==> config.mk <==
export PLATFORM = sky130hd
export DESIGN_NAME = vs_rr_arbiter
export DESIGN_NICKNAME = d
export VERILOG_FILES = /design/src/rtl/vs_rr_arbiter.sv
export SDC_FILE = /design/constraint.sdc
export NUM_CORES = 1
export LEC_CHECK = 0
export BUFFER_PORTS_ARGS = -buffer_cell sky130_fd_sc_hd__buf_4
export CAP_MARGIN = 20
export CORE_UTILIZATION = 25
export CTS_CLUSTER_SIZE = 16
export DETAILED_ROUTE_END_ITERATION = 7
export GPL_ROUTABILITY_DRIVEN = 0
export RECOVER_POWER = 100
export SLEW_MARGIN = 10
export SYNTH_ARGS = -nofsm -noshare
export SYNTH_HDL_FRONTEND = slang
export SYNTH_SLANG_ARGS = --single-unit
==> constraint.sdc <==
create_clock -name clk -period 11.1 [get_ports clk]
set_clock_uncertainty 0.05 [all_clocks]
set_input_delay 2.22 -clock clk [delete_from_list [all_inputs] [get_ports clk]]
set_output_delay 2.22 -clock clk [all_outputs]
set_load 0.01 [all_outputs]
==> src/rtl/vs_rr_arbiter.sv <==
// vs_rr_arbiter
//
// Merges N upstream valid/stall channels into one downstream valid/stall
// channel.  Every requester owns a small FIFO of 2^K entries; arbitration
// is round-robin and packet-atomic.  Once a multi-beat packet has started,
// its source stays locked until the beat with last=1 has been sent.
//
// Ports
//   clk       : sole clock, rising edge
//   rst       : asynchronous reset, active low
//   valid_us  : [N] beat offered by requester i
//   data_us   : [N][WIDTH] payload per requester
//   last_us   : [N] final beat of a packet
//   stall_us  : [N] registered backpressure per requester
//   valid_ds  : beat presented downstream (transfers when high)
//   data_ds   : granted payload, 0 when idle
//   last_ds   : granted beat closes its packet, 0 when idle
//   src_ds    : index of the granted requester, 0 when idle
//   stall_ds  : downstream cannot accept this cycle
module vs_rr_arbiter #(
  parameter int N     = 3,
  parameter int WIDTH = 8,
  parameter int K     = 2,
  localparam int SW   = $clog2(N)
) (
  input  logic                     clk,
  input  logic                     rst,
  input  logic [N-1:0]             valid_us,
  input  logic [N-1:0][WIDTH-1:0]  data_us,
  input  logic [N-1:0]             last_us,
  output logic [N-1:0]             stall_us,
  output logic                     valid_ds,
  output logic [WIDTH-1:0]         data_ds,
  output logic                     last_ds,
  output logic [SW-1:0]            src_ds,
  input  logic                     stall_ds
);

  localparam int DEPTH = 1 << K;

  typedef logic [K:0] ptr_t;
  typedef enum logic {IDLE, LOCKED} state_t;

  // Each entry stores {last, data}.
  logic [WIDTH:0] mem [N][DEPTH];
  ptr_t           wr_ptr   [N];
  ptr_t           rd_ptr   [N];
  ptr_t           occ_next [N];

  state_t         state;
  logic [SW-1:0]  rr_ptr;
  logic [SW-1:0]  owner;

  logic [N-1:0]   not_empty;
  logic [N-1:0]   push;
  logic [N-1:0]   pop;
  logic           grant_found;
  logic [SW-1:0]  grant;
  logic [WIDTH:0] head;

  always_comb begin
    for (int i = 0; i < N; i++) begin
      not_empty[i] = (wr_ptr[i] != rd_ptr[i]);
      push[i]      = valid_us[i] & ~stall_us[i];
    end
  end

  // In IDLE the search starts just after the last packet's winner, so the
  // most recently served port has lowest priority.  In LOCKED only the
  // owner may be granted, even if it is momentarily empty.
  always_comb begin
    int            cand;
    logic [SW-1:0] idx;
    grant_found = 1'b0;
    grant       = '0;
    cand        = 0;
    idx         = '0;
    if (state == LOCKED) begin
      grant       = owner;
      grant_found = not_empty[owner];
    end else begin
      for (int off = 1; off <= N; off++) begin
        cand = int'(rr_ptr) + off;
        if (cand >= N) cand = cand - N;
        idx = SW'(cand);
        if (!grant_found && not_empty[idx]) begin
          grant_found = 1'b1;
          grant       = idx;
        end
      end
    end
  end

  assign head     = mem[grant][rd_ptr[grant][K-1:0]];
  assign valid_ds = ~stall_ds & grant_found;
  assign data_ds  = valid_ds ? head[WIDTH-1:0] : '0;
  assign last_ds  = valid_ds & head[WIDTH];
  assign src_ds   = valid_ds ? grant : '0;

  always_comb begin
    for (int i = 0; i < N; i++) begin
      pop[i]      = valid_ds && (grant == SW'(i));
      occ_next[i] = wr_ptr[i] - rd_ptr[i] + ptr_t'(push[i]) - ptr_t'(pop[i]);
    end
  end

  // Storage carries no reset; emptiness is defined purely by the pointers.
  always_ff @(posedge clk) begin
    for (int i = 0; i < N; i++) begin
      if (push[i]) mem[i][wr_ptr[i][K-1:0]] <= {last_us[i], data_us[i]};
    end
  end

  // stall_us asserts one slot early (at 2^K-1) because it only reaches the
  // upstream a cycle later; this keeps the FIFO from ever overflowing.
  always_ff @(posedge clk or negedge rst) begin
    if (!rst) begin
      for (int i = 0; i < N; i++) begin
        wr_ptr[i] <= '0;
        rd_ptr[i] <= '0;
      end
      stall_us <= '0;
    end else begin
      for (int i = 0; i < N; i++) begin
        if (push[i]) wr_ptr[i] <= wr_ptr[i] + ptr_t'(1);
        if (pop[i])  rd_ptr[i] <= rd_ptr[i] + ptr_t'(1);
        stall_us[i] <= (occ_next[i] >= ptr_t'(DEPTH - 1));
      end
    end
  end

  // Arbitration state only moves on an actual transfer.
  always_ff @(posedge clk or negedge rst) begin
    if (!rst) begin
      state  <= IDLE;
      rr_ptr <= SW'(N - 1);
      owner  <= '0;
    end else if (valid_ds) begin
      if (state == IDLE) begin
        if (last_ds) begin
          rr_ptr <= grant;
        end else begin
          state <= LOCKED;
          owner <= grant;
        end
      end else if (last_ds) begin
        state  <= IDLE;
        rr_ptr <= owner;
      end
    end
  end

endmodule

### After elaboration in Yosys (flattened, before gate mapping)

Memories as Yosys holds them, arrays and structs flattened.
Index checks and enable logic that the tools add are counted.

| storage, ports and cells | value |
|---|---|
| register bits | 26 |
| memory bits (writable) | 108 |
| bits of input ports | 33 |
| output and inout port bits | 15 |
| word-level logic and storage cells | 132 |
| memories | 1 |

Memory list:

| memory | words | width | read ports | clocked after memory_dff | write ports | line | RTL |
|---|---|---|---|---|---|---|---|
| mem | 3 | 36 | 1 | 0 | 3 | 45 | `logic [WIDTH:0] mem [N][DEPTH];` |

| cells by class | value |
|---|---|
| add/sub/neg operators | 21 |
| $lt $le $gt $ge | 18 |
| eq/ne operators | 5 |
| mux-type cells | 48 |
| bitwise operators | 16 |
| reduce and logical (&&, ||, !) cells | 13 |

Operator list:

| cell | number |
|---|---|
| two-way mux 36 bit | 3 |
| demux 9 bit (select 2 bit) | 3 |
| two-way mux 9 bit | 5 |
| two-way mux 2 bit | 16 |
| adder 3 x 1 -> 3 bit (second input constant) | 6 |
| binary-select mux 9 bit (select 2 bit) | 1 |
| greater-or-equal comparator 3 x 2 -> 1 bit (second input constant) | 6 |
| greater-or-equal comparator 3 bit (second input constant) | 5 |
| inverter 2 -> 3 bit | 5 |
| two-way mux 1 bit | 14 |
| < comparator 2 x 3 -> 1 bit (second input constant) | 4 |
| adder 3 x 1 -> 3 bit | 3 |
| < comparator 3 x 1 -> 1 bit (second input constant) | 3 |
| inequality test 3 bit | 3 |
| subtractor 3 x 1 -> 3 bit | 3 |
| subtractor 3 bit | 3 |
| binary-select mux 1 bit (select 2 bit) | 4 |
| logical AND 1 bit | 8 |
| two-way mux 8 bit | 1 |
| adder 2 x 2 -> 3 bit (second input constant) | 2 |
| binary-select mux 3 bit (select 2 bit) | 1 |
| inverter 1 bit | 6 |
| subtractor 2 bit (second input constant) | 3 |
| AND 1 bit | 5 |
| other kinds (7) | 8 |

### Longest topological paths before layout

| logic depth | value |
|---|---|
| depth in word-level cells | 27 |
| gate-level depth with buffers | 16 |
| mapped depth without buffers | 15 |

### Worst setup path before layout

Ideal clock, no wire load.

| path | value |
|---|---|
| path type | input -> output |
| start | in stall_ds |
| end | out data_ds[2] |
| arrival time | 3.589 ns |
| path slack | 5.241 ns |
| stages | 5 |
| path through | a311oi_1 -> clkbuf_1 -> o221a_2 -> o2111ai_1 -> a21oi_1 |

| on the way | value |
|---|---|
| word-level cells in the longest chain between the ends | 3 |

Ends and longest elaborated chain:

| what | line | RTL |
|---|---|---|
| start, declared | 36 | `input logic stall_ds` |
| inverter 1 bit | 95 | `assign valid_ds = ~stall_ds & grant_found;` |
| AND 1 bit | 95 |  |
| named net valid_ds | 32 | `output logic valid_ds,` |
| two-way mux 8 bit | 96 | `assign data_ds = valid_ds ? head[WIDTH-1:0] : '0;` |
| end, declared | 33 | `output logic [WIDTH-1:0] data_ds,` |

The timed path passes the listed nets, and every way through them passes these cells.

### Worst setup path after layout

| path | value |
|---|---|
| start | reg rr_ptr[1] |
| end | out data_ds[5] |

| on the way | value |
|---|---|
| word-level cells in the longest chain between the ends | 25 |
| elaborated cells on any way between the ends | 46 |

Ends and longest elaborated chain:

| what | line | RTL |
|---|---|---|
| start, declared | 51 | `logic [SW-1:0] rr_ptr;` |
| start signal, assigned | 136 | `rr_ptr <= SW'(N - 1);` |
| start signal, assigned | 141 | `rr_ptr <= grant;` |
| start signal, assigned | 148 | `rr_ptr <= owner;` |
| adder 2 x 1 -> 3 bit | 83 | `cand = int'(rr_ptr) + off;` |
| greater-or-equal comparator 3 x 2 -> 1 bit or subtractor 2 bit (tied branches) | 84 | `if (cand >= N) cand = cand - N;` |
| two-way mux 2 bit | 84 |  |
| two-way mux 2 bit | 78 | `if (state == LOCKED) begin` |
| binary-select mux 1 bit (select 2 bit) | 86 | `if (!grant_found && not_empty[idx]) begin` |
| two-way mux 1 bit (implied by the code) | 86 |  |
| two-way mux 1 bit | 86 |  |
| two-way mux 1 bit | 78 |  |
| [... 7 more ...] | -- |  |
| two-way mux 2 bit | 78 |  |
| inverter 2 -> 3 bit (implied by the code) | 94 | `assign head = mem[grant][rd_ptr[grant][K-1:0]];` |
| binary-select mux 3 bit (select 2 bit) | 94 |  |
| two-way mux 2 bit (implied by the code) (2 in a row) | 94 |  |
| inverter 2 -> 3 bit (implied by the code) | 94 |  |
| binary-select mux 9 bit (select 2 bit) | 94 |  |
| two-way mux 9 bit (implied by the code) (2 in a row) | 94 |  |
| two-way mux 8 bit (*) | 96 |  |

Every way passes the cells marked *; elsewhere a longest branch is shown, timed or not. The select of a mux whose other input is x is not followed.

==> key figures <==
Finish
  – Non-filler cells, final: 830
  – Final core utilization: 30.4%
  – Area of the multi-input gates: 2220 µm²
  – Syn-to-layout area delta: 18.2%
  – Final net count: 555
  – Share of cells above drive strength 1: 11.7%
  – Layout fillers: 2472
  – Register area: 3890 µm²

Timing
  – PnR worst setup slack: 2820 ps
  – FMAX: 0.121 GHz
  – Final Setup Violations: 0
  – Max transition margin: -61.2%
  – Fin crit period: 8280 ps
  – Worst-margin pin slew: 2400 ps
  – Sum Neg Setup Slack: 0 ps
  – Hold Vio Cnt, Final: 0
  – Fin. max-slew vios: 46
  – Final Cycle Share: 74.6%
  – RSZ-0062 raised after global routing: false

Synthesis
  – Syn Nets: 499
  – EDFF count, synth: 108
  – Top_reg_cell synth: edfxtp_1
  – Post-synthesis instance area: 6300 µm²
  – Synth warn: 0
  – Ys async rst share: 19.4%
  – Sequential area share after synthesis: 61.8%
  – Mean Syn Cell Area: 14.5 µm²
  – Syn Inst Count: 436
  – Post-synthesis register bit count: 134
  – Yosys cell types: 58

Clocking
  – Postcts setup bufs: 0
  – Clock transition at path regs: 60 ps
  – Clock sinks: 134
  – CTS tree: built
  – Worst skew pair latency: 410 ps
  – CTS Buf Count: 17
  – # H-tree levels: 4
  – CTS root buf: clkbuf_16
  – Max clock buf depth: 2
  – Hold_buf cts: 0
  – Post-CTS sizing: 0

Detailed routing
  – DRT iter0 DRCs: 341
  – Antenna-violating nets left: 0
  – Router iterations before antenna repair: 5
  – Post-route DRC violation count: 0
  – Routed vias: 3734
  – WL final: 14.0 mm
  – Vias/cell: 4.50
  – DR WL/cell: 16.9 µm

Floorplanning
  – Core Area: 24500 µm²
  – # rows: 57
  – I/O pins: 48
  – Chip Width: 161 µm
  – Die height: 161 µm
  – Die ar.: 25900 µm²
  – Initial core utilization: 25.7%

Setup path
  – CP Capture Type: output port
  – CP Launch Type: flop
  – Reg2reg start: rr_ptr[1]
  – CP max-delay cell: o31ai_1
  – CP max FO: 29
  – FF-to-FF path depth: 12
  – Crit path largest cell delay: 1850 ps
  – Crit Path Class: flop to output port
  – Crit path cell chain: inv_1, ha_1, inv_1, a41oi_1, o22ai_1, o31ai_1, o311ai_0, o311ai_4, buf_4, mux2i_1, a21oi_1, o2111ai_1, a21oi_1, clkbuf_1
  – Worst r2r dst: rr_ptr[0]
  – CP top delay family: compound AO/OA/AOI/OAI gates
  – Critical Path AT: 6010 ps
  – R2r setup slk: 5470 ps
  – Sum of buffers and inverters on the critical path: 4
  – Critical Path RT: 8830 ps

Min path
  – Hold wc startpoint: wr_ptr[2]
  – Min-Delay Endpoint: wr_ptr[2]
  – Worst min-delay path class: flop to flop
  – Hold depth: 1

Placed design
  – Port buffer count: 47
  – Hpwl dp: 10.4 mm
  – Dpl ws: 4800 ps
  – Inst Count DP: 796

Run status
  – Failing checks: max-capacitance violations, max-slew violations
  – Status: complete, but fails checks

Global route
  – Largest net degree at the start of global routing: 30
  – First-pass GRT wire length: 21.9 mm
  – Initial antenna violation count: 1
  – Total GRT Usage: 11.2%
  – Overflow after GRT: 0
  – Via count of the first global-routing pass: 4012

Job
  – Max-cap violations: 2
synthesized netlist by cell type (7+ instances only):
cell type / count / share of area (%)
and2_1: 12 / 1.2
mux2i_1: 42 / 6.7
nand3_1: 8 / 0.64
nor2_1: 17 / 1.0
nand2_1: 30 / 1.8
o21ai_0: 8 / 0.64
xor2_1: 9 / 1.3
edfxtp_1: 108 / 51
a22oi_1: 8 / 0.95
clkbuf_1: 7 / 0.42
xnor2_1: 18 / 2.5
inv_1: 20 / 1.2
ha_1: 24 / 4.8
a21oi_1: 14 / 1.1
dfrtp_1: 25 / 9.9
per-stage QoR:
step,hold WS (ps),instance area [µm²]
finish,468,7450
global route,489,7450
CTS,472,7640
detailed placement,460,7000
global placement,456,7000
floorplan,442,6300
routing by layer:
layer	vias up	wire length [µm]	share of wire [%]	track usage (%)
li1	1752	-	-	-
met1	1887	6090	43	13.5
met2	81	7220	51	19.5
met3	14	569	4.1	2.84
met4	0	160	1.1	3.73
met5	-	0	0	0
cell usage in the layout (no fill, tap or decap), drive strengths merged, types with 2 or more instances in the layout:
master and n:
o221a 6, buf 4, inv 22, mux2i 42, nor3 6, or3 3
and2 13, o2111ai 4, bufinv 5, xnor2 21, nand2 30, ha 24
a21oi 14, nand3 8, o311ai 3, a31oi 3, and3 2, a311oi 2
clkinvlp 2, and4 4, o21ai 8, xor2 9, o211ai 3, a22oi 8
nor2 17, clkinv 4, a2111oi 2, edfxtp 108, mux2 9, clkbuf 67
nor2b 3, fa 6, dfrtp 25
kinds of logic (layout without fill, tap and decap cells):
group                      after synthesis  count (layout)  synth area share (%)
muxes                                   52              52                  8.63
AOI/OAI and AO/OA                       63              63                  8.10
adders and majority gates               30              30                  6.67
and+or+nand+nor                         92              92                  7.64
xor gates and xnor gates                30              30                  4.52
DFF                                    134             134                  61.8
buffers and inverters                   35             104                  2.66
other                                    0               1                     0
registers in the layout (all words and copies together) (netlist names):
signal,flops
state,1
rr_ptr,2
owner,2
wr_ptr,9
mem,108
stall_us,3
rd_ptr,9
cell type report:
class                   instances  area share, %
diodes                          1         0.0336
clock buffers                  20           5.86
clock inverters                12           2.70
inverters                      21           1.06
multi-input cells             267           29.7
flip-flops and latches        134           52.3
well taps                     324           5.44
repair buffers                 51           2.89
worst max path at each step:
stage                      end  depth (start not counted)  slack (ps)      start
finish              data_ds[5]                         14        2820  rr_ptr[1]
global route        data_ds[5]                         14        2450  rr_ptr[1]
CTS                 data_ds[5]                         14        4320  rr_ptr[1]
detailed placement  data_ds[5]                         14        4800  rr_ptr[1]
global placement    data_ds[5]                         13        4860  rd_ptr[7]
floorplan           data_ds[2]                          5        5240   stall_ds
Power is left out: the tool's default activity adds up to more than one toggle a clock period on the data nets, which glitch-free logic cannot reach.
